==> src/rtl/stm32_bus_master_if.sv <==
// Command, response and nibble-bus signals between a host controller and
// the stm32_bus_master initiator.
interface stm32_bus_master_if;
    logic        cmd_valid;
    logic        cmd_ready;
    logic [3:0]  cmd_code;
    logic [21:0] cfg_freq;
    logic        cfg_preamp;
    logic        cfg_tx;
    logic [15:0] tx_i;
    logic [15:0] tx_q;
    logic [15:0] test_nib;
    logic        DATA_SYNC;
    logic [3:0]  DATA_OUT;
    logic [3:0]  DATA_IN;
    logic        rsp_valid;
    logic [15:0] rsp_i;
    logic [15:0] rsp_q;
    logic        rsp_otr;
    logic [15:0] rsp_test;
    logic        busy;
    logic        err_cmd;

    modport master (
        input  cmd_valid, cmd_code, cfg_freq, cfg_preamp, cfg_tx,
        input  tx_i, tx_q, test_nib, DATA_IN,
        output cmd_ready, DATA_SYNC, DATA_OUT, rsp_valid,
        output rsp_i, rsp_q, rsp_otr, rsp_test, busy, err_cmd
    );

    modport slave (
        output cmd_valid, cmd_code, cfg_freq, cfg_preamp, cfg_tx,
        output tx_i, tx_q, test_nib, DATA_IN,
        input  cmd_ready, DATA_SYNC, DATA_OUT, rsp_valid,
        input  rsp_i, rsp_q, rsp_otr, rsp_test, busy, err_cmd
    );
endinterface

==> src/rtl/stm32_bus_master.sv <==
// Initiator for the 4-bit nibble bus to the stm32_interface responder.
// Frames one command at a time as a DATA_SYNC strobe plus payload nibbles
// and collects response nibbles into the response fields.
module stm32_bus_master #(
    parameter int unsigned GAP_CYCLES = 1,
    parameter int unsigned RSP_LAT    = 1
) (
    input  logic               clk_in,
    input  logic               reset,
    stm32_bus_master_if.master bus
);
    localparam int unsigned TW = $clog2(RSP_LAT + 16) + 1;
    localparam int unsigned GW = $clog2(GAP_CYCLES + 1) + 1;

    typedef enum logic [2:0] {
        IDLE,
        SYNC,
        SEND,
        RECV,
        DONE,
        GAP
    } state_t;

    state_t state, state_nxt, after_frame;

    logic [3:0]    code_q;
    logic [3:0]    n_pay;
    logic [3:0]    n_rsp;
    logic [31:0]   pay_q;
    logic [31:0]   rx_sh;
    logic [31:0]   rx_nxt;
    logic [TW-1:0] tcnt;
    logic [GW-1:0] gap_cnt;
    logic          err_q;
    logic [15:0]   rsp_i_q;
    logic [15:0]   rsp_q_q;
    logic          rsp_otr_q;
    logic [15:0]   rsp_test_q;

    logic          supported;
    logic [3:0]    dec_pay;
    logic [3:0]    dec_rsp;
    logic [31:0]   dec_word;

    logic [TW-1:0] first_smp;
    logic [TW-1:0] last_smp;
    logic [TW-1:0] last_pay;
    logic          sample_en;
    logic          last_sample;

    // tcnt holds the cycle index T relative to acceptance (T1 = SYNC cycle),
    // so payload and response windows are fixed offsets from it.
    assign first_smp   = TW'(2 + RSP_LAT);
    assign last_smp    = first_smp + TW'(n_rsp) - TW'(1);
    assign last_pay    = TW'(n_pay) + TW'(1);
    assign sample_en   = (state == SEND || state == RECV) && (n_rsp != 4'd0) &&
                         (tcnt >= first_smp) && (tcnt <= last_smp);
    assign last_sample = sample_en && (tcnt == last_smp);
    assign rx_nxt      = {rx_sh[27:0], bus.DATA_IN};

    // Decode the incoming command into payload/response lengths and payload word.
    always_comb begin
        supported = 1'b1;
        dec_pay   = 4'd0;
        dec_rsp   = 4'd0;
        dec_word  = '0;
        case (bus.cmd_code)
            4'd1: begin
                dec_pay  = 4'd7;
                dec_word = {bus.cfg_tx, bus.cfg_preamp, 2'b00, 2'b00, bus.cfg_freq, 4'h0};
            end
            4'd2: dec_rsp = 4'd1;
            4'd3: begin
                dec_pay  = 4'd8;
                dec_word = {bus.tx_q, bus.tx_i};
            end
            4'd4: dec_rsp = 4'd8;
            4'd5, 4'd6: ;
            4'd10: begin
                dec_pay  = 4'd4;
                dec_rsp  = 4'd4;
                dec_word = {bus.test_nib, 16'h0000};
            end
            default: supported = 1'b0;
        endcase
    end

    // Next-state logic and bus/handshake outputs.
    always_comb begin
        after_frame   = (GAP_CYCLES == 0) ? IDLE : GAP;
        state_nxt     = state;
        bus.cmd_ready = (state == IDLE);
        bus.busy      = (state != IDLE);
        bus.DATA_SYNC = (state == SYNC);
        bus.DATA_OUT  = 4'h0;
        bus.rsp_valid = (state == DONE);
        case (state)
            IDLE: begin
                if (bus.cmd_valid) begin
                    state_nxt = supported ? SYNC : after_frame;
                end
            end
            SYNC: begin
                bus.DATA_OUT = code_q;
                if (n_pay != 4'd0) begin
                    state_nxt = SEND;
                end else if (n_rsp != 4'd0) begin
                    state_nxt = RECV;
                end else begin
                    state_nxt = after_frame;
                end
            end
            SEND: begin
                bus.DATA_OUT = pay_q[31:28];
                if (tcnt == last_pay) begin
                    state_nxt = (n_rsp != 4'd0) ? RECV : after_frame;
                end
            end
            RECV: begin
                if (last_sample) begin
                    state_nxt = DONE;
                end
            end
            DONE: state_nxt = after_frame;
            GAP: begin
                if (gap_cnt == GW'(GAP_CYCLES - 1)) begin
                    state_nxt = IDLE;
                end
            end
            default: state_nxt = IDLE;
        endcase
    end

    // FSM state register.
    always_ff @(posedge clk_in) begin
        if (reset) begin
            state <= IDLE;
        end else begin
            state <= state_nxt;
        end
    end

    // Operand latch, payload shifter, response capture and counters.
    always_ff @(posedge clk_in) begin
        if (reset) begin
            code_q     <= '0;
            n_pay      <= '0;
            n_rsp      <= '0;
            pay_q      <= '0;
            rx_sh      <= '0;
            tcnt       <= '0;
            gap_cnt    <= '0;
            err_q      <= 1'b0;
            rsp_i_q    <= '0;
            rsp_q_q    <= '0;
            rsp_otr_q  <= 1'b0;
            rsp_test_q <= '0;
        end else begin
            err_q <= 1'b0;
            if (state == IDLE && bus.cmd_valid) begin
                code_q <= bus.cmd_code;
                n_pay  <= dec_pay;
                n_rsp  <= dec_rsp;
                pay_q  <= dec_word;
                tcnt   <= TW'(1);
                err_q  <= ~supported;
            end else if (state != IDLE && state != GAP) begin
                tcnt <= tcnt + TW'(1);
            end
            if (state == SEND) begin
                pay_q <= pay_q << 4;
            end
            if (sample_en) begin
                rx_sh <= rx_nxt;
            end
            // Fields are written from the shift value including the final
            // nibble so they are already valid in the rsp_valid cycle.
            if (last_sample) begin
                case (code_q)
                    4'd2: rsp_otr_q <= bus.DATA_IN[0];
                    4'd4: begin
                        rsp_q_q <= rx_nxt[31:16];
                        rsp_i_q <= rx_nxt[15:0];
                    end
                    4'd10: rsp_test_q <= rx_nxt[15:0];
                    default: ;
                endcase
            end
            if (state == GAP) begin
                gap_cnt <= gap_cnt + GW'(1);
            end else begin
                gap_cnt <= '0;
            end
        end
    end

    assign bus.err_cmd  = err_q;
    assign bus.rsp_i    = rsp_i_q;
    assign bus.rsp_q    = rsp_q_q;
    assign bus.rsp_otr  = rsp_otr_q;
    assign bus.rsp_test = rsp_test_q;
endmodule

==> src/flat_wrapper.sv <==
// flat-port wrapper written by rule: the top's interface ports become plain ports
module stm32_bus_master_flat 
#(
    parameter int unsigned GAP_CYCLES = 1,
    parameter int unsigned RSP_LAT    = 1
)
  (clk_in, reset, bus_cmd_valid, bus_cmd_code, bus_cfg_freq, bus_cfg_preamp, bus_cfg_tx, bus_tx_i, bus_tx_q, bus_test_nib, bus_DATA_IN, bus_cmd_ready, bus_DATA_SYNC, bus_DATA_OUT, bus_rsp_valid, bus_rsp_i, bus_rsp_q, bus_rsp_otr, bus_rsp_test, bus_busy, bus_err_cmd);
  stm32_bus_master_if bus_i ();
  input  logic clk_in;
  input  logic reset;
  input wire logic [$bits(bus_i.cmd_valid)-1:0] bus_cmd_valid;
  input wire logic [$bits(bus_i.cmd_code)-1:0] bus_cmd_code;
  input wire logic [$bits(bus_i.cfg_freq)-1:0] bus_cfg_freq;
  input wire logic [$bits(bus_i.cfg_preamp)-1:0] bus_cfg_preamp;
  input wire logic [$bits(bus_i.cfg_tx)-1:0] bus_cfg_tx;
  input wire logic [$bits(bus_i.tx_i)-1:0] bus_tx_i;
  input wire logic [$bits(bus_i.tx_q)-1:0] bus_tx_q;
  input wire logic [$bits(bus_i.test_nib)-1:0] bus_test_nib;
  input wire logic [$bits(bus_i.DATA_IN)-1:0] bus_DATA_IN;
  output wire logic [$bits(bus_i.cmd_ready)-1:0] bus_cmd_ready;
  output wire logic [$bits(bus_i.DATA_SYNC)-1:0] bus_DATA_SYNC;
  output wire logic [$bits(bus_i.DATA_OUT)-1:0] bus_DATA_OUT;
  output wire logic [$bits(bus_i.rsp_valid)-1:0] bus_rsp_valid;
  output wire logic [$bits(bus_i.rsp_i)-1:0] bus_rsp_i;
  output wire logic [$bits(bus_i.rsp_q)-1:0] bus_rsp_q;
  output wire logic [$bits(bus_i.rsp_otr)-1:0] bus_rsp_otr;
  output wire logic [$bits(bus_i.rsp_test)-1:0] bus_rsp_test;
  output wire logic [$bits(bus_i.busy)-1:0] bus_busy;
  output wire logic [$bits(bus_i.err_cmd)-1:0] bus_err_cmd;
  assign bus_i.cmd_valid = bus_cmd_valid;
  assign bus_i.cmd_code = bus_cmd_code;
  assign bus_i.cfg_freq = bus_cfg_freq;
  assign bus_i.cfg_preamp = bus_cfg_preamp;
  assign bus_i.cfg_tx = bus_cfg_tx;
  assign bus_i.tx_i = bus_tx_i;
  assign bus_i.tx_q = bus_tx_q;
  assign bus_i.test_nib = bus_test_nib;
  assign bus_i.DATA_IN = bus_DATA_IN;
  assign bus_cmd_ready = bus_i.cmd_ready;
  assign bus_DATA_SYNC = bus_i.DATA_SYNC;
  assign bus_DATA_OUT = bus_i.DATA_OUT;
  assign bus_rsp_valid = bus_i.rsp_valid;
  assign bus_rsp_i = bus_i.rsp_i;
  assign bus_rsp_q = bus_i.rsp_q;
  assign bus_rsp_otr = bus_i.rsp_otr;
  assign bus_rsp_test = bus_i.rsp_test;
  assign bus_busy = bus_i.busy;
  assign bus_err_cmd = bus_i.err_cmd;
  stm32_bus_master #(.GAP_CYCLES(GAP_CYCLES), .RSP_LAT(RSP_LAT)) u_core (.clk_in(clk_in), .reset(reset), .bus(bus_i));
endmodule
==> config.mk <==
export PLATFORM = sky130hd
export DESIGN_NAME = stm32_bus_master_flat
export DESIGN_NICKNAME = d
export VERILOG_FILES = /design/src/rtl/stm32_bus_master_if.sv /design/src/rtl/stm32_bus_master.sv /design/src/flat_wrapper.sv
export SDC_FILE = /design/constraint.sdc
export NUM_CORES = 1
export LEC_CHECK = 0
export BUFFER_PORTS_ARGS = -buffer_cell sky130_fd_sc_hd__buf_4
export CORE_MARGIN = 10
export CORE_UTILIZATION = 58
export CTS_BUF_LIST = sky130_fd_sc_hd__clkbuf_8 sky130_fd_sc_hd__clkbuf_16
export CTS_CLUSTER_SIZE = 20
export DETAILED_ROUTE_END_ITERATION = 8
export PLACE_DENSITY = 0.87
export SLEW_MARGIN = 40
export SYNTH_ARGS = -nofsm -noshare
export SYNTH_HDL_FRONTEND = slang
export SYNTH_SLANG_ARGS = --single-unit
==> constraint.sdc <==
create_clock -name clk_in -period 4.3 [get_ports clk_in]
set_input_delay 1.29 -clock clk_in [delete_from_list [all_inputs] [get_ports clk_in]]
set_output_delay 1.29 -clock clk_in [all_outputs]
set_load 0.02 [all_outputs]
-- Word level (Yosys, flattened, before mapping)
Cells that the tools add are included.
- $add $sub $neg: 5
- order comparisons: 2
- eq/ne operators: 22
- muxes and demuxes: 17
- bitwise gates (word level): 3
- reduce and logical (&&, ||, !) cells: 23
- operators with widths (kind ; count):
    $pmux 32 s3 ; 1
    $mux 32 ; 2
    $pmux 4 s3 ; 2
    $mux 3 ; 7
    $pmux 3 s6 ; 1
    $eq 4x3->1 const B ; 4
    $eq 4x2->1 const B ; 3
    $eq 4x4->1 const B ; 2
    $pmux 4 s2 ; 1
    $reduce_bool 4->1 ; 2
    $reduce_or 2->1 ; 4
    $reduce_or 7->1 ; 1
    $add 6x1->6 const B ; 1
    $eq 3x2->1 const B ; 2
    $eq 3x3->1 const B ; 2
    $eq 6x5->1 ; 1
    $eq 6x6->1 ; 1
    $ge 6x2->1 const B ; 1
    $le 6x6->1 ; 1
    $logic_and 1x1->1 ; 6
    $reduce_and 2->1 ; 3
    $sub 6x1->6 const B ; 1
    $add 2x4->5 const A ; 1
    $add 4x1->5 const B ; 1
    14 further kinds ; 21
- register bits after elaboration: 133
- input port bits: 83

-- Longest topological paths before layout
Gate-level depths: netlist of the first run.
- depth after elaboration: 8
- mapped depth: 11

-- Least setup slack after synthesis of the first run
Ideal clock, no wire load.
- path type: register to output
- start: register u_core.state[0]
- end: output port bus_DATA_OUT[0]
- arrival: 1.488 ns
- slack: 1.522 ns
- cell stages (with the launch flop): 5
- path buffers: 1
- path through: dfxtp_1 -> buf_2 -> nand2b_1 -> nor2_1 -> a22o_1
- cells in the longest elaborated chain, start to end: 2
- elaborated cells on any way between the ends: 3
- RTL lines (what ; RTL line ; source):
    start, declared ; stm32_bus_master.sv:24 ; state_t state, state_nxt, after_frame;
    start signal, assigned ; stm32_bus_master.sv:139 ; state <= state_nxt;
    $eq 3x1->1 ; - ;
    named net bus_DATA_SYNC ; flat_wrapper.sv:21 ; output wire logic [$bits(bus_i.DATA_SYNC)-1:0] bus_DATA_SYNC;
    $pmux 4 s2 ; stm32_bus_master.sv:97 ; case (state)
    end, declared ; flat_wrapper.sv:22 ; output wire logic [$bits(bus_i.DATA_OUT)-1:0] bus_DATA_OUT;
The timed path passes the listed nets, and every way through them passes these cells.

-- Final worst setup path of the first run
- start: register u_core.state[1]
- end: output port bus_DATA_OUT[2]
- cells in the longest elaborated chain, start to end: 2
- elaborated cells on any way between the ends: 3
- RTL lines (what ; RTL line):
    $eq 3x2->1 or $eq 3x1->1 (tied branches) ; stm32_bus_master.sv:97
    $pmux 4 s2 * ; stm32_bus_master.sv:97
Mark *: on every way between the ends. The rest lies on a longest branch, timed or not.

==> results of run 1 <==
metal layers:
metal  GRT usage, %  vias up
li1               -     2341
met1          25.19     2436
met2          39.41      193
met3          5.860       35
met4          9.804        0
met5              0        -
sequential cells by signal, indices dropped and copies added (netlist names):
| register | count |
|---|---|
| u_core.bus.rsp_otr | 1 |
| u_core.n_rsp | 3 |
| u_core.rx_sh | 28 |
| u_core.bus.rsp_q | 16 |
| u_core.bus.rsp_i | 16 |
| u_core.state | 3 |
| u_core.gap_cnt | 2 |
| u_core.pay_q | 32 |
| u_core.tcnt | 6 |
| u_core.bus.rsp_test | 16 |
| u_core.code_q | 4 |
| u_core.n_pay | 3 |
| u_core.bus.err_cmd | 1 |
cell families (layout without fill, tap and decap cells):
family	Yosys count	count (layout)
xor+xnor	9	9
simple gates	192	192
mux	81	81
compound gates	105	105
flops	131	131
fa+ha+maj	7	7
buf+inv	54	190
worst paths after layout:
kind,startpoint,to,slack (ns),cells past startpoint
hold / removal,u_core.gap_cnt[0],u_core.gap_cnt[0],0.44,1
setup reg to reg,u_core.n_rsp[0],u_core.bus.rsp_i[7],1.47,10
hold reg to reg,u_core.gap_cnt[0],u_core.gap_cnt[0],0.44,1
setup / recovery,u_core.state[1],bus_DATA_OUT[2],0.77,5
cell type report:
| type | instances | area [um2] | area share, % |
|---|---|---|---|
| Sequential cell | 131 | 2623 | 35.41 |
| Clock buffer | 18 | 427.9 | 5.778 |
| Multi-Input combinational cell | 394 | 2816 | 38.03 |
| Clock inverter | 14 | 212.7 | 2.872 |
| Tap cell | 133 | 166.4 | 2.247 |
| Timing Repair Buffer | 150 | 1130 | 15.26 |
| Inverter | 8 | 30.03 | 0.4055 |
power by group through the flow:
stage / clock network (mW) / registers [mW] / logic, mW
final: 1.55 / 1.34 / 0.623
after global routing: 1.61 / 1.35 / 0.677
after CTS: 1.57 / 1.33 / 0.621
after detailed placement: 0 / 1.36 / 0.604
after global placement: 0 / 1.35 / 0.576
after floorplan: 0 / 1.32 / 0.473
cell usage after synthesis, drive strengths merged:
library cell / n
o21ai: 2
a2111oi: 1
o21a: 2
a21oi: 26
o211ai: 1
mux2: 1
buf: 32
nand4b: 1
nand2b: 16
a22o: 20
mux2i: 80
inv: 8
ha: 7
nand3: 4
and3b: 1
and2: 2
nand3b: 1
nor4: 1
nor3b: 2
a22oi: 18
o22ai: 1
a221oi: 2
xnor2: 3
nor4b: 3
nor2b: 5
and3: 4
a211o: 1
a211oi: 2
dfxtp: 131
nand4: 2
or3: 3
xor2: 6
a21o: 1
nand2: 24
clkbuf: 14
nor3: 21
nor2: 102
a222oi: 28
critical path: stages, from the launching register on:
cell     delay, ns
dfxtp_1       0.55
nor2b_4       0.26
nor2b_2       0.15
buf_4         0.38
a22o_1        0.22
buf_4         0.15
per-stage QoR:
stage / hold slack (ns) / cell area [um2] / util (%)
floorplan: 0.4013 / 5786 / -
global placement: 0.4114 / 6736 / 69.24
detailed placement: 0.4362 / 6765 / 69.53
CTS: 0.4450 / 7406 / 76.12
global route: 0.4650 / 7406 / 76.12
finish: 0.4401 / 7406 / 76.12
==> metrics.txt, run 1 <==
minimum clock period=3.531 ns; worst min-delay path class=reg -> reg; top cells by area, synth=dfxtp_1, mux2i_1, nor2_1; fillers=660; CTS tree=built; dpl ws=1.357 ns; final wirelength=16210 um; DP HPWL=10990 um; Slew HR=45.11%; ANT nets after route=0; Internal=2.478 mW; Slew Limit Fails=0; post_cts resized=0; clk sinks=131; dpl cells=816; Yosys warnings=0; root buf cell=clkbuf_8; final setup margin=0.7686 ns; DRC=0; post-synthesis sequential area ratio=45.33%; Avg Cell Area, Syn=between 9 and 10 um2; Yosys cell types=55; Slew @ Worst Pin=0.8233 ns; DR WL/cell=roughly 19 um; cts bufs inserted=17; sequential power share=38.0%; Max Cap Viol=0; commonest non-fill, non-tap cell in the layout=buf_4; WL met2=~8400 um; total vias in the final route=5005; initial antenna violation count=0; top sig layer=met4; switching fraction of total power=between 20% and 30%; Worst EP required=3.01 ns; first-pass GRT wire length=26540 um; port buffer count=140; most frequent cells in the layout=buf_4, dfxtp_1, nor2_1, mux2i_1, a222oi_1; Rows=36; xor/xnor share of the synthesized area=under 10%; status=completed; WL met3=1111 um; n_diodes=0; P_sw=1.036 mW; post-CTS setup buffer count=0; fin crit share=82.13%; synthesis-stage register bit count=between 100 and 150; CTS Buffer Depth=2; Via density=5.902; layout cells sized above 1=28.53%; VDD IR max=0.4535 mV; CP arrival=roughly 2.2 ns; hold buffer count at CTS=0; Leak=3.035 nW; clk slew on worst S/H paths=0.06 ns; largest net degree at the start of global routing=82; gr ovfl total=0; Fin. Hold Viols=0; Area Growth Syn to Fin=28.01%; met1 WL=6278 um; final setup TNS=0 ns; Post-Synth Adder-Cell Area=1.514%; Die ar.=14370 um2; Power Density=approximately 470 nW/um2; post-synth top area cell=dfxtp_1; final setup vio count=0; simple-gate share of the synthesized area=between 10% and 20%; CORE AREA=~10000 um2; Initial DRT Pass Iterations=8; Worst-Skew Late Latency=between 0.5 and 0.6 ns; highest clock rate=around 280 MHz; WS Path Type=reg -> out; share of Yosys cell area claimed by the top area cell type=45.33%; Die H=119.9 um; NumNets Final=792; cells after synthesis=approximately 580; power share of the clock group=around 44%; die width=119.9 um; Synth Area in Compound Gates=14.47%; Pwr Total=3.514 mW; All-Layer GR Usage=22.48%; mapped cell area=~5800 um2; Initial DRC Count=between 700 and 800; RSZ-0062 raised after global routing=false; CP endpoint kind=primary output; logic gate share of total power=17.7%; H-Tree Depth=4; Initial Util=59.47%; vias in the first global route=around 5.2k; Non-Filler Instances=848; I/O pin total=141; post-synthesis mux area share=between 10% and 20%; Final Skew=0.007429 ns; largest family of logic cells by synthesized area=simple AND/OR/NAND/NOR gates; CP Launch Type=flip-flop; Post-Syn Nets=669; RePlAce Congestion=between 0.8 and 0.9; crit-path max FO=38
Power figures use the tool's default switching activity.
==> run 2, diff against run 1 <==
--- a/config.mk
+++ b/config.mk
@@ -7,11 +7,11 @@
 export LEC_CHECK = 0
 export BUFFER_PORTS_ARGS = -buffer_cell sky130_fd_sc_hd__buf_4
 export CORE_MARGIN = 10
-export CORE_UTILIZATION = 58
+export CORE_UTILIZATION = 53
 export CTS_BUF_LIST = sky130_fd_sc_hd__clkbuf_8 sky130_fd_sc_hd__clkbuf_16
 export CTS_CLUSTER_SIZE = 20
 export DETAILED_ROUTE_END_ITERATION = 8
-export PLACE_DENSITY = 0.87
+export PLACE_DENSITY = 0.8
 export SLEW_MARGIN = 40
 export SYNTH_ARGS = -nofsm -noshare
 export SYNTH_HDL_FRONTEND = slang
==> constraint.sdc (replaced) <==
create_clock -name clk_in -period 3.7 [get_ports clk_in]
set_input_delay 1.11 -clock clk_in [delete_from_list [all_inputs] [get_ports clk_in]]
set_output_delay 1.11 -clock clk_in [all_outputs]
set_load 0.02 [all_outputs]
==> run 2 against run 1 <==
  * Sequential power rose by 16%
  * Final cell count rose by 0.35%
  * First-iteration DRC count fell by 37%
  * Design area fell by 0.46%
  * Critical endpoint is now bus_DATA_OUT[3]
  * Combinational power rose by 11%
  * Critical path depth fell by 1
  * Largest cell class unchanged
  * Routed wire length fell by 8.1%
==> metrics.txt, run 2 (synthesis results as in run 1) <==
status=completed; Placed Area=6753 um2 (-0.18%); DP HPWL=10100 um (-8.1%); Reg-to-Reg Start=u_core.n_rsp[0]; min-delay src=u_core.gap_cnt[0]; post-CTS setup buffer count=0 (unchanged); layout cells sized above 1=27.99% (-0.54 points); Area Growth Syn to Fin=27.42%; VDD IR max=0.3774 mV (-17%); Initial Util=53.84% (-5.6 points); Leak=3.009 nW (-0.87%); Worst EP required=2.59 ns (-0.42 ns); root buf cell=clkbuf_8; H-Tree Depth=4 (unchanged); DRC=0 (unchanged); CTS Buffer Depth=2 (unchanged); RePlAce Congestion=0.8188 (-3.5%); Slew Limit Fails=0 (unchanged); CP endpoint kind=primary output; Worst path max stage delay=0.64 ns (+0.09 ns); first-pass GRT wire length=23970 um (-9.7%); RSZ-0062 raised after global routing=false; final wirelength=14890 um (-8.1%); Initial DRT Pass Iterations=8 (unchanged); post_cts resized=0 (unchanged); logic gate share of total power=17.3% (-0.4 points); fin crit share=86.73%; CP max stage cell=dfxtp_1; CP arrival=2.10 ns (-0.14 ns); dpl ws=0.9022 ns (-0.4548 ns); Largest regs=u_core.pay_q (32), u_core.rx_sh (28); All-Layer GR Usage=18.54% (-3.9 points); DR WL/cell=17.50 um (-8.4%); Max Cap Viol=0 (unchanged); ANT nets after route=0 (unchanged); crit-path max FO=13 (-66%); hold buffer count at CTS=0 (unchanged); die width=124.5 um (+3.8%); Die ar.=15500 um2 (+7.8%); Cell Chain, Critical Path=nand2b_1 -> nor2_1 -> a22o_1 -> buf_4; cts bufs inserted=17 (unchanged); Slew @ Worst Pin=0.6877 ns (-0.1356 ns); total vias in the final route=4778 (-4.5%); P_sw=1.149 mW (+11%); number of flip-flops in the largest register=32 (unchanged); switching fraction of total power=28.80% (-0.68 points); Initial DRC Count=445 (-37%); fin area=7372 um2 (-0.46%); Final Skew=0.01154 ns (+0.004113 ns); gr ovfl total=0 (unchanged); Slew HR=54.15% (+9.0 points); NumNets Final=788 (-0.51%); power share of the clock group=43.7% (-0.5 points); commonest non-fill, non-tap cell in the layout=buf_4; Internal=2.839 mW (+15%); Rows=38 (+5.6%); highest clock rate=between 300 and 400 MHz; Util after Layout=68.61% (-7.5 points); final setup margin=0.4911 ns (-0.2775 ns); final setup TNS=0 ns (unchanged); Reg with most FFs=u_core.pay_q; largest net degree at the start of global routing=79 (-3.7%); CP Launch Type=flip-flop; Worst-Skew Late Latency=0.53 ns (about the same); sequential power share=38.9% (+0.9 points); clk sinks=131 (unchanged); CTS tree=built; final setup vio count=0 (unchanged); worst min-delay path class=reg -> reg; vias in the first global route=4793 (-7.8%); clk slew on worst S/H paths=0.05 ns (about the same); Fin. Hold Viols=0 (unchanged); Via density=5.615 (-4.9%); crit path launch=u_core.state[0]; I/O pin total=141 (unchanged); CORE AREA=10750 um2 (+10%); WS Path Type=reg -> out; Power Density=541.0 nW/um2 (+14%); Pwr Total=3.988 mW (+13%); most frequent cells in the layout=buf_4, dfxtp_1, nor2_1, mux2i_1, a222oi_1; setup slack, reg-to-reg=0.85 ns (-0.62 ns); port buffer count=140 (unchanged); Die H=124.5 um (+3.8%); initial antenna violation count=0 (unchanged); n_diodes=0 (unchanged); minimum clock period=3.209 ns
run 2: worst paths after layout:
| path | endpoint | cells after the start |
|---|---|---|
| setup / recovery | bus_DATA_OUT[3] | 4 |
| hold / removal | u_core.gap_cnt[0] | 1 |
| setup reg to reg | u_core.bus.rsp_i[10] | 10 |
| hold reg to reg | u_core.gap_cnt[0] | 1 |
run 2: critical path: cells and delay by family, from the launching register on:
kind,cells,cell delay [ns]
AND/OR/NAND/NOR,2,0.54
buffers and inverters,1,0.15
flip-flops,1,0.64
AO/OA/AOI/OAI,1,0.25
run 2: metrics by stage:
step                cells  hold slack (ns)
global placement      819           0.4120
detailed placement    819           0.4160
global route          851           0.4389
finish                851           0.4198
CTS                   851           0.4237
floorplan             579           0.4013
run 2: area by class of cell:
cell class                 instances  area (um2)
fill                             865        3373
sequential                       131        2623
multi-input combinational        394        2816
tap                              140       175.2
clock inverter                    15       205.2
clock buffer                      17       414.1
timing repair buffer             146        1109
inverter                           8       30.03
run 2: power by group through the flow:
stage	Clock (mW)	Combinational [mW]	Sequential, mW
floorplan	0	0.549	1.53
global placement	0	0.673	1.58
detailed placement	0	0.686	1.58
CTS	1.77	0.691	1.55
global route	1.83	0.759	1.56
finish	1.74	0.691	1.55
run 2: routing by layer:
metal  vias up  track usage (%)  routed length (um)
li1       2334                -                   -
met1      2259            21.52                6143
met2       167            31.39                7505
met3        18            6.043                1038
met4         0            6.169                 206
met5         -                0                   0
